==> src/rtl/merge_pkg.sv <==
// Shared definitions for the merge-sort cascade: entry tag layout, FSM encoding, helpers.
package merge_pkg;

  localparam int DATA_W_DEF = 32;

  // Tag bits sit directly above the data word in each FIFO entry.
  localparam int TAG_RE_OFS = 0;
  localparam int TAG_FL_OFS = 1;

  typedef enum logic [1:0] {
    ST_WAIT_A  = 2'd0,
    ST_MERGE   = 2'd1,
    ST_DRAIN_A = 2'd2,
    ST_DRAIN_B = 2'd3
  } state_t;

  function automatic int clog2(input int value);
    int r;
    r = 0;
    for (int i = 0; i < 31; i++) begin
      if ((1 << i) < value) r = i + 1;
    end
    return r;
  endfunction

endpackage

==> src/rtl/merge_fifo.sv <==
// Show-ahead synchronous FIFO holding one run of tagged words; push and pop may coincide,
// including on a full FIFO.
module merge_fifo
  import merge_pkg::*;
#(
  parameter int WIDTH = DATA_W_DEF + 2,
  parameter int DEPTH = 1
) (
  input  logic             i_clk,
  input  logic             i_rst,
  input  logic             i_push,
  input  logic [WIDTH-1:0] i_data,
  input  logic             i_pop,
  output logic [WIDTH-1:0] o_data,
  output logic             o_full,
  output logic             o_empty
);

  localparam int PTR_W = (DEPTH > 1) ? clog2(DEPTH) : 1;
  localparam int CNT_W = clog2(DEPTH + 1);

  logic [WIDTH-1:0] r_mem [DEPTH];
  logic [PTR_W-1:0] r_wptr;
  logic [PTR_W-1:0] r_rptr;
  logic [CNT_W-1:0] r_count;
  logic             w_push;
  logic             w_pop;

  function automatic logic [PTR_W-1:0] ptr_inc(input logic [PTR_W-1:0] p);
    return (p == PTR_W'(DEPTH - 1)) ? '0 : p + 1'b1;
  endfunction

  assign o_full  = (r_count == CNT_W'(DEPTH));
  assign o_empty = (r_count == '0);
  assign w_pop   = i_pop && !o_empty;
  assign w_push  = i_push && (!o_full || w_pop);
  assign o_data  = r_mem[r_rptr];

  always_ff @(posedge i_clk) begin
    if (i_rst) begin
      r_wptr  <= '0;
      r_rptr  <= '0;
      r_count <= '0;
    end else begin
      if (w_push) r_wptr <= ptr_inc(r_wptr);
      if (w_pop)  r_rptr <= ptr_inc(r_rptr);
      case ({w_push, w_pop})
        2'b10:   r_count <= r_count + 1'b1;
        2'b01:   r_count <= r_count - 1'b1;
        default: r_count <= r_count;
      endcase
    end
  end

  always_ff @(posedge i_clk) begin
    if (w_push) r_mem[r_wptr] <= i_data;
  end

endmodule

==> src/rtl/merge_stage.sv <==
// Streaming merge stage: merges pairs of RUN_LEN sorted runs into 2*RUN_LEN runs.
// Optional MERGE_ORDER_CHECK_EN adds the sticky o_order_err input-run order monitor.
//
// state    | meaning
// WAIT_A   | waiting for a complete A run to start the next pair
// MERGE    | comparing A and B heads, popping the winner
// DRAIN_A  | B run finished (or frame ended in A); pass rest of A run
// DRAIN_B  | A run finished; pass rest of B run
module merge_stage
  import merge_pkg::*;
#(
  parameter int DATA_W  = DATA_W_DEF,
  parameter int RUN_LEN = 1,
  parameter int DESCEND = 0
) (
  input  logic              i_clk,
  input  logic              i_rst,
  input  logic [DATA_W-1:0] i_in,
  input  logic              i_valid_in,
  input  logic              i_last_in,
  output logic              o_ready,
  output logic [DATA_W-1:0] o_out,
  output logic              o_valid_out,
  output logic              o_last_out,
  input  logic              i_out_ready
`ifdef MERGE_ORDER_CHECK_EN
  ,
  output logic              o_order_err
`endif
);

  localparam int ENTRY_W = DATA_W + 2;
  localparam int WCNT_W  = (RUN_LEN > 1) ? clog2(RUN_LEN) : 1;
  localparam int RE_BIT  = DATA_W + TAG_RE_OFS;
  localparam int FL_BIT  = DATA_W + TAG_FL_OFS;

  logic [WCNT_W-1:0]  r_wcnt;
  logic               r_wside;
  logic [1:0]         r_a_done;
  logic               r_a_fl;
  logic               r_pair_last;
  state_t             r_state;
  logic [DATA_W-1:0]  r_out;
  logic               r_valid_out;
  logic               r_last_out;

  state_t             w_state_nxt;
  logic               w_pair_last_nxt;
  logic               w_take_a;
  logic               w_pop_a;
  logic               w_pop_b;
  logic               w_last_pop;
  logic               w_accept;
  logic               w_run_end;
  logic               w_push_a;
  logic               w_push_b;
  logic               w_a_re_wr;
  logic               w_can_pop;
  logic               w_a_wins;
  logic [ENTRY_W-1:0] w_entry;
  logic [ENTRY_W-1:0] w_a_head;
  logic [ENTRY_W-1:0] w_b_head;
  logic [DATA_W-1:0]  w_a_data;
  logic [DATA_W-1:0]  w_b_data;
  logic               w_a_full;
  logic               w_a_empty;
  logic               w_b_full;
  logic               w_b_empty;

  assign o_ready   = r_wside ? !w_b_full : !w_a_full;
  assign w_accept  = i_valid_in && o_ready;
  assign w_run_end = (r_wcnt == WCNT_W'(RUN_LEN - 1)) || i_last_in;
  assign w_entry   = {i_last_in, w_run_end, i_in};
  assign w_push_a  = w_accept && !r_wside;
  assign w_push_b  = w_accept && r_wside;
  assign w_a_re_wr = w_push_a && w_run_end;

  merge_fifo #(.WIDTH(ENTRY_W), .DEPTH(RUN_LEN)) u_fifo_a (
    .i_clk   (i_clk),
    .i_rst   (i_rst),
    .i_push  (w_push_a),
    .i_data  (w_entry),
    .i_pop   (w_pop_a),
    .o_data  (w_a_head),
    .o_full  (w_a_full),
    .o_empty (w_a_empty)
  );

  merge_fifo #(.WIDTH(ENTRY_W), .DEPTH(RUN_LEN)) u_fifo_b (
    .i_clk   (i_clk),
    .i_rst   (i_rst),
    .i_push  (w_push_b),
    .i_data  (w_entry),
    .i_pop   (w_pop_b),
    .o_data  (w_b_head),
    .o_full  (w_b_full),
    .o_empty (w_b_empty)
  );

  always_ff @(posedge i_clk) begin
    if (i_rst) begin
      r_wcnt  <= '0;
      r_wside <= 1'b0;
    end else if (w_accept) begin
      if (i_last_in) begin
        r_wcnt  <= '0;
        r_wside <= 1'b0;
      end else if (w_run_end) begin
        r_wcnt  <= '0;
        r_wside <= ~r_wside;
      end else begin
        r_wcnt  <= r_wcnt + 1'b1;
      end
    end
  end

  // Completed A runs waiting to be paired; a_fl marks the one that closes a frame.
  always_ff @(posedge i_clk) begin
    if (i_rst) begin
      r_a_done <= 2'd0;
      r_a_fl   <= 1'b0;
    end else begin
      if (w_a_re_wr && !w_take_a)      r_a_done <= r_a_done + 2'd1;
      else if (!w_a_re_wr && w_take_a) r_a_done <= r_a_done - 2'd1;
      if (w_a_re_wr) r_a_fl <= i_last_in;
    end
  end

  assign w_a_data  = w_a_head[DATA_W-1:0];
  assign w_b_data  = w_b_head[DATA_W-1:0];
  assign w_a_wins  = (DESCEND != 0) ? (w_a_data >= w_b_data) : (w_a_data <= w_b_data);
  assign w_can_pop = !r_valid_out || i_out_ready;

  always_comb begin
    w_state_nxt     = r_state;
    w_pair_last_nxt = r_pair_last;
    w_take_a        = 1'b0;
    w_pop_a         = 1'b0;
    w_pop_b         = 1'b0;
    w_last_pop      = 1'b0;
    case (r_state)
      ST_WAIT_A: begin
        if (r_a_done != 2'd0) begin
          w_take_a        = 1'b1;
          w_pair_last_nxt = r_a_fl;
          w_state_nxt     = r_a_fl ? ST_DRAIN_A : ST_MERGE;
        end
      end
      ST_MERGE: begin
        if (!w_a_empty && !w_b_empty && w_can_pop) begin
          if (w_a_wins) begin
            w_pop_a = 1'b1;
            if (w_a_head[RE_BIT]) w_state_nxt = ST_DRAIN_B;
          end else begin
            w_pop_b = 1'b1;
            if (w_b_head[RE_BIT]) begin
              w_pair_last_nxt = r_pair_last | w_b_head[FL_BIT];
              w_state_nxt     = ST_DRAIN_A;
            end
          end
        end
      end
      ST_DRAIN_A: begin
        if (!w_a_empty && w_can_pop) begin
          w_pop_a = 1'b1;
          if (w_a_head[RE_BIT]) begin
            w_last_pop  = r_pair_last | w_a_head[FL_BIT];
            w_state_nxt = ST_WAIT_A;
          end
        end
      end
      ST_DRAIN_B: begin
        if (!w_b_empty && w_can_pop) begin
          w_pop_b = 1'b1;
          if (w_b_head[RE_BIT]) begin
            w_pair_last_nxt = r_pair_last | w_b_head[FL_BIT];
            w_last_pop      = r_pair_last | w_b_head[FL_BIT];
            w_state_nxt     = ST_WAIT_A;
          end
        end
      end
      default: w_state_nxt = ST_WAIT_A;
    endcase
  end

  always_ff @(posedge i_clk) begin
    if (i_rst) begin
      r_state     <= ST_WAIT_A;
      r_pair_last <= 1'b0;
    end else begin
      r_state     <= w_state_nxt;
      r_pair_last <= w_pair_last_nxt;
    end
  end

  // Output register: loads on every pop, holds while downstream stalls.
  always_ff @(posedge i_clk) begin
    if (i_rst) begin
      r_out       <= '0;
      r_valid_out <= 1'b0;
      r_last_out  <= 1'b0;
    end else if (w_pop_a || w_pop_b) begin
      r_out       <= w_pop_a ? w_a_data : w_b_data;
      r_valid_out <= 1'b1;
      r_last_out  <= w_last_pop;
    end else if (i_out_ready) begin
      r_valid_out <= 1'b0;
      r_last_out  <= 1'b0;
    end
  end

  assign o_out       = r_out;
  assign o_valid_out = r_valid_out;
  assign o_last_out  = r_last_out;

`ifdef MERGE_ORDER_CHECK_EN
  logic [DATA_W-1:0] r_prev;
  logic              r_in_run;
  logic              r_order_err;
  logic              w_violate;

  assign w_violate = (DESCEND != 0) ? (i_in > r_prev) : (i_in < r_prev);

  always_ff @(posedge i_clk) begin
    if (i_rst) begin
      r_prev      <= '0;
      r_in_run    <= 1'b0;
      r_order_err <= 1'b0;
    end else if (w_accept) begin
      if (r_in_run && w_violate) r_order_err <= 1'b1;
      r_prev   <= i_in;
      r_in_run <= !w_run_end;
    end
  end

  assign o_order_err = r_order_err;
`endif

endmodule

==> config.mk <==
export PLATFORM = sky130hd
export DESIGN_NAME = merge_stage
export DESIGN_NICKNAME = d
export VERILOG_FILES = /design/src/rtl/merge_pkg.sv /design/src/rtl/merge_fifo.sv /design/src/rtl/merge_stage.sv
export SDC_FILE = /design/constraint.sdc
export NUM_CORES = 1
export LEC_CHECK = 0
export CORE_ASPECT_RATIO = 0.9
export CORE_MARGIN = 5
export CORE_UTILIZATION = 50
export DETAILED_ROUTE_END_ITERATION = 10
export PLACE_DENSITY_LB_ADDON = 0.1
export SYNTH_ARGS = -nofsm -noshare
export SYNTH_HDL_FRONTEND = slang
export SYNTH_SLANG_ARGS = --single-unit
==> constraint.sdc <==
create_clock -name i_clk -period 3.4 [get_ports i_clk]
set_input_delay 0.51 -clock i_clk [delete_from_list [all_inputs] [get_ports i_clk]]
set_output_delay 0.51 -clock i_clk [all_outputs]
set_load 0.03 [all_outputs]
==> PnR_summary.wiki <==
{| class="wikitable"
! Metric !! Value
|-
| Status || complete, no violations
|-
| Vias || 3,778
|-
| Max-slew violation total from the final report || 0
|-
| Synth Warn # || 0
|-
| Clock sink total || 112
|-
| Layout Cells excl Fill || 669
|-
| RSZ-0062 raised after global routing || no
|-
| Cell row count || 36
|-
| Ratio of cells with drive above 1 in the final layout || 0.132
|-
| Total count of hold-check failures in the final report || 0
|-
| Worst-Skew Late Latency || 350 ps
|-
| Portion of the post-synthesis area used by sequential elements || 0.541
|-
| WL/cell || 18.1 um
|-
| Synth Area per Inst || 11.8 um^2
|-
| Count of flip-flops with a built-in enable after synthesis || 68
|-
| WP data required || 3590 ps
|-
| Max rail drop VDD || 351 uV
|-
| Switch share || 0.269
|-
| Initial antenna violation count || 0
|-
| Filler Cells Inserted || 833
|-
| Switching power summed over all nets || 859 uW
|-
| Synth area leader || sky130_fd_sc_hd__edfxtp_1
|-
| Number of buffer and inverter instances along the worst setup path || 1
|-
| Worst r2r src || u_fifo_a.r_mem[0][11]
|-
| Synth Cell Area || 5400 um^2
|-
| PostCTS Resize Cnt || 0
|-
| Cell Count Post-Placement || 653
|-
| WP data arrival || 3110 ps
|-
| Clock skew after layout || 9.73 ps
|-
| Die span in y || 109 um
|-
| Total half-perimeter wirelength after legalization and detailed placement || 8400 um
|-
| Reg clk slew, reported paths || 70 ps
|-
| Final-report setup violation count || 0
|-
| Htree depth || 3
|-
| Mapped Nets || 533
|-
| Max clock buf depth || 2
|-
| Number of distinct library cell variants in the gate-level netlist after synthesis || 50
|-
| Kind of end point of the critical path || register
|-
| Post-synthesis sequential element count || 112
|-
| RR Endpoint || o_out[31]
|-
| Worst max-slew margin expressed relative to the limit || 0.445
|-
| Actual slew at the worst max-slew pin || 833 ps
|-
| Sequential cell fraction of total power || 0.493
|-
| CTS buffer count || 9
|-
| Clock tree from TritonCTS || done
|-
| Max_cap viols || 0
|-
| PwrDens || 486 nW/um^2
|-
| I/O pin count || 72
|-
| Slowest cell on the critical path || sky130_fd_sc_hd__nor4_2
|-
| Setup total negative slack || 0 ps
|-
| Number of search-and-repair iterations in the first detailed-routing pass || 5
|-
| Detailed-route DRC error count || 0
|-
| Die X-Extent || 120 um
|-
| Final wirelength || 12,100 um
|-
| Synth area leaders || sky130_fd_sc_hd__edfxtp_1, sky130_fd_sc_hd__dfxtp_1, sky130_fd_sc_hd__ha_1
|-
| 1st-iter DRT viols || 192
|-
| Global-route usage over all layers || 0.196
|-
| Fraction of registers with async set/reset || 0
|-
| Placer's final routability congestion estimate || 0.817
|-
| Beginning of the worst hold path || o_last_out
|-
| Synthesis-to-finish area growth || 21.5%
|-
| Cell at the root of the clock tree || sky130_fd_sc_hd__clkbuf_16
|-
| Starting Density || 0.506
|-
| CORE AREA || 10,700 um^2
|-
| # Post-CTS Setup Buffers || 0
|-
| Post-detailed-route count of antenna-violating nets || 0
|-
| Largest stage delay, worst path || 460 ps
|-
| Global-route wire length before repair || 19,800 um
|-
| Count of hold-fix buffers inserted at cts || 0
|-
| Primary flip-flop cell chosen by synthesis mapping || sky130_fd_sc_hd__edfxtp_1
|-
| Gate family responsible for the most delay along the worst path || simple AND/OR/NAND/NOR gates
|-
| Clock network fraction of design power || 0.329
|-
| N_diodes || 0
|-
| Vias per cell || 5.65
|-
| Critical path class || reg -> reg
|-
| Fin crit period || 2920 ps
|-
| Maximum number of pins on one net before global-route repair || 37
|-
| Gr ovfl total || 0
|-
| Via count of the first global-routing pass || 4,056
|-
| Synth top area share || 0.378
|-
| Final layout net count || 605
|-
| Logic pwr share || 0.179
|-
| Final Cycle Share || 0.858
|-
| Endpoint of the worst hold-timing path || o_last_out
|-
| Fmax || 343 MHz
|-
| Power Internal || 2.33 mW
|-
| Worst hold-check path type || reg -> reg
|-
| Reported leakage power || 2.45 nW
|-
| Depth of the worst register-to-register path || 9
|-
| Largest fanout on the critical path || 17
|-
| Internal reg-to-reg setup slack || 480 ps
|-
| Mapped Cells || 459
|-
| Buffers on Ports || 71
|-
| Hold path depth || 2
|-
| Startpoint type of the worst setup path || register
|-
| Area enclosed by the die boundary || 13,000 um^2
|-
| Cells along the critical path || ha_1 > nand4_1 > nor4_2 > and2b_1 > o31ai_2 > a41o_1 > and2_4 > buf_4 > a221oi_2
|}
==> how the worst max path moves through the flow <==
| stage | slack [ps] | startpoint | end | depth (start not counted) |
|---|---|---|---|---|
| 5_1_grt | 390 | u_fifo_a.r_mem[0][11] | o_out[19] | 9 |
| 4_1_cts | 490 | u_fifo_a.r_mem[0][11] | o_out[22] | 9 |
| 2_1_floorplan | 880 | u_fifo_a.r_mem[0][30] | o_out[10] | 11 |
| 3_3_place_gp | 620 | u_fifo_a.r_mem[0][9] | o_out[26] | 9 |
| 3_5_place_dp | 510 | u_fifo_a.r_mem[0][11] | o_out[31] | 9 |
| 6_report | 480 | u_fifo_a.r_mem[0][11] | o_out[31] | 9 |
==> tightest hold or removal path: stages, from the launching register on <==
cell,delay (ps)
sky130_fd_sc_hd__dfxtp_1,320
sky130_fd_sc_hd__nand3b_1,80
sky130_fd_sc_hd__mux2i_1,60
==> power groups by stage <==
stage                     logic [mW]  clock network, mW  registers, mW
final                          0.570               1.05           1.57
after global routing           0.628               1.13           1.58
after CTS                      0.564               1.08           1.57
after detailed placement       0.560                  0           1.60
after global placement         0.554                  0           1.60
after floorplan                0.377                  0           1.60
==> Yosys cell counts (3+ instances only) <==
library cell,n
sky130_fd_sc_hd__a21o_1,3
sky130_fd_sc_hd__a21oi_1,23
sky130_fd_sc_hd__a221oi_2,29
sky130_fd_sc_hd__a22oi_1,31
sky130_fd_sc_hd__and3_1,4
sky130_fd_sc_hd__buf_2,4
sky130_fd_sc_hd__buf_6,5
sky130_fd_sc_hd__clkbuf_1,15
sky130_fd_sc_hd__dfxtp_1,44
sky130_fd_sc_hd__edfxtp_1,68
sky130_fd_sc_hd__ha_1,37
sky130_fd_sc_hd__inv_1,68
sky130_fd_sc_hd__mux2i_1,6
sky130_fd_sc_hd__nand2_1,41
sky130_fd_sc_hd__nand2b_1,3
sky130_fd_sc_hd__nand3_1,7
sky130_fd_sc_hd__nand4_1,7
sky130_fd_sc_hd__nor2_1,11
sky130_fd_sc_hd__o21a_1,4
sky130_fd_sc_hd__o21ai_0,10
==> cell families (layout without fill, tap and decap cells) <==
logic type	count (synthesis)	count (layout)	synth area share
compound gates	118	118	0.197
xor+xnor	2	2	0.00325
fa+ha+maj	37	37	0.0857
buf+inv	93	170	0.0725
flops	112	112	0.541
mux	8	8	0.0153
simple gates	89	89	0.0853
==> final cells by class <==
cell class              count  area (um^2)  share of cell area
clock buffers               9          225              0.0343
flip-flops and latches    112         2920               0.445
repair buffers             85          823               0.125
inverters                  69          259              0.0395
well taps                 133          166              0.0254
clock inverters             7         71.3              0.0109
multi-input cells         254         2090               0.319
==> cell usage in the layout, fill, tap and decap left out, types with 4 or more instances in the layout <==
| cell | count |
|---|---|
| sky130_fd_sc_hd__inv_1 | 68 |
| sky130_fd_sc_hd__o21ai_0 | 10 |
| sky130_fd_sc_hd__clkdlybuf4s50_1 | 70 |
| sky130_fd_sc_hd__edfxtp_1 | 68 |
| sky130_fd_sc_hd__a21oi_1 | 23 |
| sky130_fd_sc_hd__nor2_1 | 10 |
| sky130_fd_sc_hd__a221oi_2 | 29 |
| sky130_fd_sc_hd__mux2i_1 | 6 |
| sky130_fd_sc_hd__buf_4 | 13 |
| sky130_fd_sc_hd__ha_1 | 37 |
| sky130_fd_sc_hd__dfxtp_1 | 44 |
| sky130_fd_sc_hd__nand2_1 | 41 |
| sky130_fd_sc_hd__nand4_1 | 7 |
| sky130_fd_sc_hd__o21a_1 | 4 |
| sky130_fd_sc_hd__clkbuf_16 | 9 |
| sky130_fd_sc_hd__nand3_1 | 7 |
| sky130_fd_sc_hd__a22oi_1 | 31 |
==> registers in the layout (all words and copies together) (netlist names) <==
register / flops
o_last_out: 1
o_out: 32
o_valid_out: 1
r_a_done: 2
r_a_fl: 1
r_pair_last: 1
r_state: 2
r_wcnt: 1
r_wside: 1
u_fifo_a.o_full: 1
u_fifo_a.r_mem: 34
u_fifo_b.o_full: 1
u_fifo_b.r_mem: 34
==> through the flow <==
step	cell area (um^2)	power [mW]	hold slack [ps]	utilization	worst slack (ps)
6_report	6560	3.19	501	0.615	483
5_1_grt	6560	3.34	527	0.615	388
4_1_cts	6560	3.22	504	0.615	486
3_5_place_dp	6260	2.16	491	0.587	513
3_3_place_gp	6260	2.15	483	0.587	625
2_1_floorplan	5400	1.98	468	-	881
==> layer usage <==
metal | GRT usage | share of wire | vias up
met4 | 0.0703 | 0.017 | 0
li1 | - | - | 1834
met3 | 0.0429 | 0.051 | 19
met5 | 0 | 0 | -
met1 | 0.236 | 0.43 | 1805
met2 | 0.348 | 0.50 | 120
Power figures use the tool's default switching activity.
==> RTL edit 1, RTL diff (config.mk and constraints unchanged) <==
Re-encode `state_t` (4 states) as one-hot, 4 bits wide.
--- a/src/rtl/merge_pkg.sv
+++ b/src/rtl/merge_pkg.sv
@@ -7,11 +7,11 @@
   localparam int TAG_RE_OFS = 0;
   localparam int TAG_FL_OFS = 1;
 
-  typedef enum logic [1:0] {
-    ST_WAIT_A  = 2'd0,
-    ST_MERGE   = 2'd1,
-    ST_DRAIN_A = 2'd2,
-    ST_DRAIN_B = 2'd3
+  typedef enum logic [3:0] {
+    ST_WAIT_A  = 4'b0001,
+    ST_MERGE   = 4'b0010,
+    ST_DRAIN_A = 4'b0100,
+    ST_DRAIN_B = 4'b1000
   } state_t;
 
   function automatic int clog2(input int value);
Function: same outputs for any inputs over 4 cycles, from zero or initial values and one cycle with i_rst high; so few cycles prove little.
==> RTL edit 1 against the original RTL <==
Area after synthesis down 8.8%. Design area down 2.5%. Sequential cell count up 2. Utilization up 4.8 points. Routed wire length down 13%. Sequential power up 3%. Power up 21%. Setup slack worse by 0.027 ns. Critical endpoint is now o_out[20]$_SDFFE_PP0P_.
==> RTL edit 1: results (changes against the original RTL) <==
metric	value	unit	change
Critical Path Max Stage Delay	0.41	ns	was 0.46 ns
Max VDD drop	0.000397	V	was 0.000351 V
num rows	34		was 36
Via density	5.48		was 5.65
worst skew pair latency	0.51	ns	was 0.35 ns
CTS buffer count	17		was 9
Avg WL per Cell	17.1	µm	was 18.1 µm
post-synth net total	461		was 533
nets	546		was 605
Placed Cells	583		was 653
worst hold slack	0.478	ns	was 0.501 ns
# H-tree levels	4		was 3
Synth top cells by count	edfxtp_1 (68), dfxtp_1 (46), inv_1 (39), and2_1 (33), ha_1 (33)		was edfxtp_1 (68), inv_1 (68), dfxtp_1 (44), nand2_1 (41), ha_1 (37)
library cells used by synthesis	52		was 50
switching share of power	25.0	%	was 26.9%
DR pass1 iterations	6		was 5
syn_area_per_cell	12.6	µm²	was 11.8 µm²
Cell Area, Placed	5800	µm²	was 6260 µm²
slowest CP cell	o311a_1		was nor4_2
detailed placement HPWL	6810	µm	was 8400 µm
worst-path fanout max	21		was 17
R2R Setup Slk	0.46	ns	was 0.48 ns
CTS root buf	clkbuf_8		was clkbuf_16
vias in the first global route	3387		was 4056
HP Start	r_pair_last$_SDFFE_PP0P_		was o_last_out$_SDFFE_PP0P_
Least-Margin Pin Slew	0.712	ns	was 0.833 ns
reg-to-reg endpoint	o_out[20]$_SDFFE_PP0P_		was o_out[31]$_SDFFE_PP0P_
end of the worst hold path	r_pair_last$_SDFFE_PP0P_		was o_last_out$_SDFFE_PP0P_
Seq/Total Area, Yosys	60.2	%	was 54.1%
layout cells sized above 1	10.2	%	was 13.2%
Placer Congestion	0.810		was 0.817
Starting DRT DRC Count	288		was 192
status	finished clean		unchanged
Arr. time, crit path	3.39	ns	was 3.11 ns
delay-heaviest family, CP	compound AO/OA/AOI/OAI gates		was simple AND/OR/NAND/NOR gates
total gr overflow	0		unchanged
layout filler cell count	695		was 833
clock skew	0.0128	ns	was 0.00973 ns
total track usage	18.3	%	was 19.6%
global-route wire length before repair	17000	µm	was 19800 µm
drt total wl	10500	µm	was 12100 µm
Ant. Diodes	0		unchanged
Leakage	0.00249	µW	was 0.00245 µW
crit path from	u_fifo_a.r_mem[0][14]$_DFFE_PP_		was u_fifo_a.r_mem[0][11]$_DFFE_PP_
largest cells by area after synthesis	edfxtp_1 (41%), dfxtp_1 (19%), ha_1 (8.4%)		was edfxtp_1 (38%), dfxtp_1 (16%), ha_1 (8.6%)
RTL edit 1: changes by cell type in the layout (fill, tap and decap cells not counted), moves of 24 or more:
cell,change
and2_1,+32
a22oi_1,-31
a221o_1,+30
a221oi_2,-29
inv_1,-29
nand2_1,-24
RTL edit 1: stage by stage:
stage	total power, µW	utilization [%]	worst slack (ns)
after floorplan	1950	-	0.330
after global placement	2090	60.1	0.557
after detailed placement	2100	60.1	0.463
after CTS	3880	66.2	0.462
after global routing	4000	66.2	0.276
final	3850	66.2	0.457
RTL edit 1: power groups by stage:
stage	registers [µW]	clock network, µW	logic [µW]
3_5_place_dp	1650	0	454
6_report	1620	1770	465
3_3_place_gp	1640	0	447
5_1_grt	1630	1860	512
2_1_floorplan	1640	0	313
4_1_cts	1620	1800	464
RTL edit 1: final cells by class:
| cell class | instances | area, µm² | share of cell area [%] |
|---|---|---|---|
| sequential | 114 | 2960 | 46.3 |
| multi-input combinational | 228 | 1770 | 27.7 |
| timing repair buffer | 76 | 761 | 11.9 |
| clock buffer | 17 | 414 | 6.48 |
| clock inverter | 15 | 180 | 2.82 |
| tap | 126 | 158 | 2.47 |
| inverter | 39 | 146 | 2.29 |
RTL edit 1: cell families after synthesis:
| logic type | after synthesis | synth area share [%] |
|---|---|---|
| and+or+nand+nor | 102 | 12.0 |
| muxes | 2 | 0.407 |
| AOI/OAI and AO/OA | 89 | 14.4 |
| xor gates and xnor gates | 2 | 0.356 |
| adders and majority gates | 33 | 8.39 |
| DFF | 114 | 60.2 |
| buffers and inverters | 49 | 4.27 |
RTL edit 1: layer usage:
metal	GRT usage [%]	vias up	share of wire (%)
li1	-	1645	-
met2	27.8	114	48
met3	4.25	6	5.7
met1	25.4	1604	46
met4	6.36	0	0.83
met5	0	-	0
==> RTL edit 2, RTL diff (same flow settings) <==
Made on the original files. The option `MERGE_ORDER_CHECK_EN` is turned on by a define.
--- a/src/rtl/merge_stage.sv
+++ b/src/rtl/merge_stage.sv
@@ -6,6 +6,8 @@
 // MERGE    | comparing A and B heads, popping the winner
 // DRAIN_A  | B run finished (or frame ended in A); pass rest of A run
 // DRAIN_B  | A run finished; pass rest of B run
+`define MERGE_ORDER_CHECK_EN
+
 module merge_stage
   import merge_pkg::*;
 #(
Behaviour (old outputs only; new: o_order_err): unchanged (equiv_simple and equiv_induct, registers matched by name and starting in step).
==> RTL edit 2 against the original RTL <==
Sequential cell count increased by 34. Sequential power increased by 31%. Worst hold slack got worse by 0.049 ns. Power increased by 47%. Global-route usage increased by 1.4 points. Combinational power increased by 54%. Critical path depth unchanged. Routed wire length increased by 44%. Area after synthesis increased by 36%. Setup slack got worse by 0.11 ns. Design area increased by 34%. Clock power increased by 67%. Critical path type unchanged. Critical endpoint is now o_out[5]$_SDFFE_PP0P_.
==> RTL edit 2: results (changes against the original RTL) <==
metric	value	unit	change
status	finished clean		unchanged
postcts setup bufs	0		unchanged
R2R Setup Slk	0.38	ns	was 0.48 ns
Max VDD drop	0.000470	V	was 0.000351 V
Least-Margin Pin Slew	0.939	ns	was 0.833 ns
CTS buffer count	17		was 9
Seq/Total Area, Yosys	49.0	%	was 54.1%
clock skew	0.00730	ns	was 0.00973 ns
Cell Area, Placed	8240	µm²	was 6260 µm²
worst skew pair latency	0.42	ns	was 0.35 ns
Final period util	89.0	%	was 85.8%
layout cells sized above 1	14.0	%	was 13.2%
non-filler instance count after layout	1000		was 669
PortBufs	72		was 71
library cells used by synthesis	57		was 50
slowest CP cell	nor4_1		was nor4_2
worst-path fanout max	20		was 17
Starting DRT DRC Count	370		was 192
vias in the first global route	5438		was 4056
Arr. time, crit path	3.35	ns	was 3.11 ns
# H-tree levels	4		was 3
Synth top cells by count	nand2_1 (113), dfxtp_1 (78), inv_1 (70), edfxtp_1 (68), ha_1 (68)		was edfxtp_1 (68), inv_1 (68), dfxtp_1 (44), nand2_1 (41), ha_1 (37)
CTS max path bufs	2		unchanged
largest cells by area after synthesis	edfxtp_1 (28%), dfxtp_1 (21%), ha_1 (12%)		was edfxtp_1 (38%), dfxtp_1 (16%), ha_1 (8.6%)
Leakage	0.00321	µW	was 0.00245 µW
detailed placement HPWL	12200	µm	was 8400 µm
Placed Cells	969		was 653
pin count of the biggest net entering global routing	41		was 37
global-route wire length before repair	28100	µm	was 19800 µm
Avg WL per Cell	17.5	µm	was 18.1 µm
ys flop type	dfxtp_1		was edfxtp_1
via count	5529		was 3778
layout filler cell count	1181		was 833
nets	895		was 605
PwrDens	532	nW/µm²	was 486 nW/µm²
syn_area_per_cell	10.2	µm²	was 11.8 µm²
total track usage	21.0	%	was 19.6%
post-synth net total	826		was 533
worst hold slack	0.452	ns	was 0.501 ns
Placer Congestion	0.863		was 0.817
Critical Path Max Stage Delay	0.64	ns	was 0.46 ns
-- RTL edit 2: cells by family after synthesis --
kind of cell             count (synthesis)  synth area share [%]
multiplexers                             4                 0.561
buffers and inverters                  107                  6.65
AND/OR/NAND/NOR                        243                  15.9
AO/OA/AOI/OAI                          151                  16.2
XOR/XNOR                                 2                 0.238
flip-flops                             146                  49.0
adder cells (fa/ha/maj)                 68                  11.6
-- RTL edit 2: final timing paths --
| path | startpoint | to | cells after the start |
|---|---|---|---|
| worst max-delay path | u_fifo_a.r_mem[0][11]$_DFFE_PP_ | o_out[5]$_SDFFE_PP0P_ | 9 |
| worst min-delay path | r_prev[10]$_SDFFE_PP0P_ | r_prev[10]$_SDFFE_PP0P_ | 2 |
| worst max register to register | u_fifo_a.r_mem[0][11]$_DFFE_PP_ | o_out[5]$_SDFFE_PP0P_ | 9 |
| worst min register to register | r_prev[10]$_SDFFE_PP0P_ | r_prev[10]$_SDFFE_PP0P_ | 2 |
-- RTL edit 2: report_power, final --
group | total, µW | switching [µW] | internal [µW]
clock network | 1750 | 676 | 1070
logic | 877 | 522 | 355
registers | 2050 | 82.0 | 1970
-- RTL edit 2: metal layers --
layer,GRT usage (%),up-vias,share of wire (%)
met4,6.10,0,1.4
met5,0,-,0
met1,28.5,2681,46
li1,-,2691,-
met2,33.7,140,47
met3,4.70,17,5.1
-- RTL edit 2: area by class of cell --
type | instances | area share, %
inverter | 70 | 2.99
multi-input combinational | 468 | 37.4
tap | 198 | 2.82
sequential | 146 | 41.0
clock buffer | 25 | 5.64
timing repair buffer | 87 | 9.57
clock inverter | 6 | 0.641
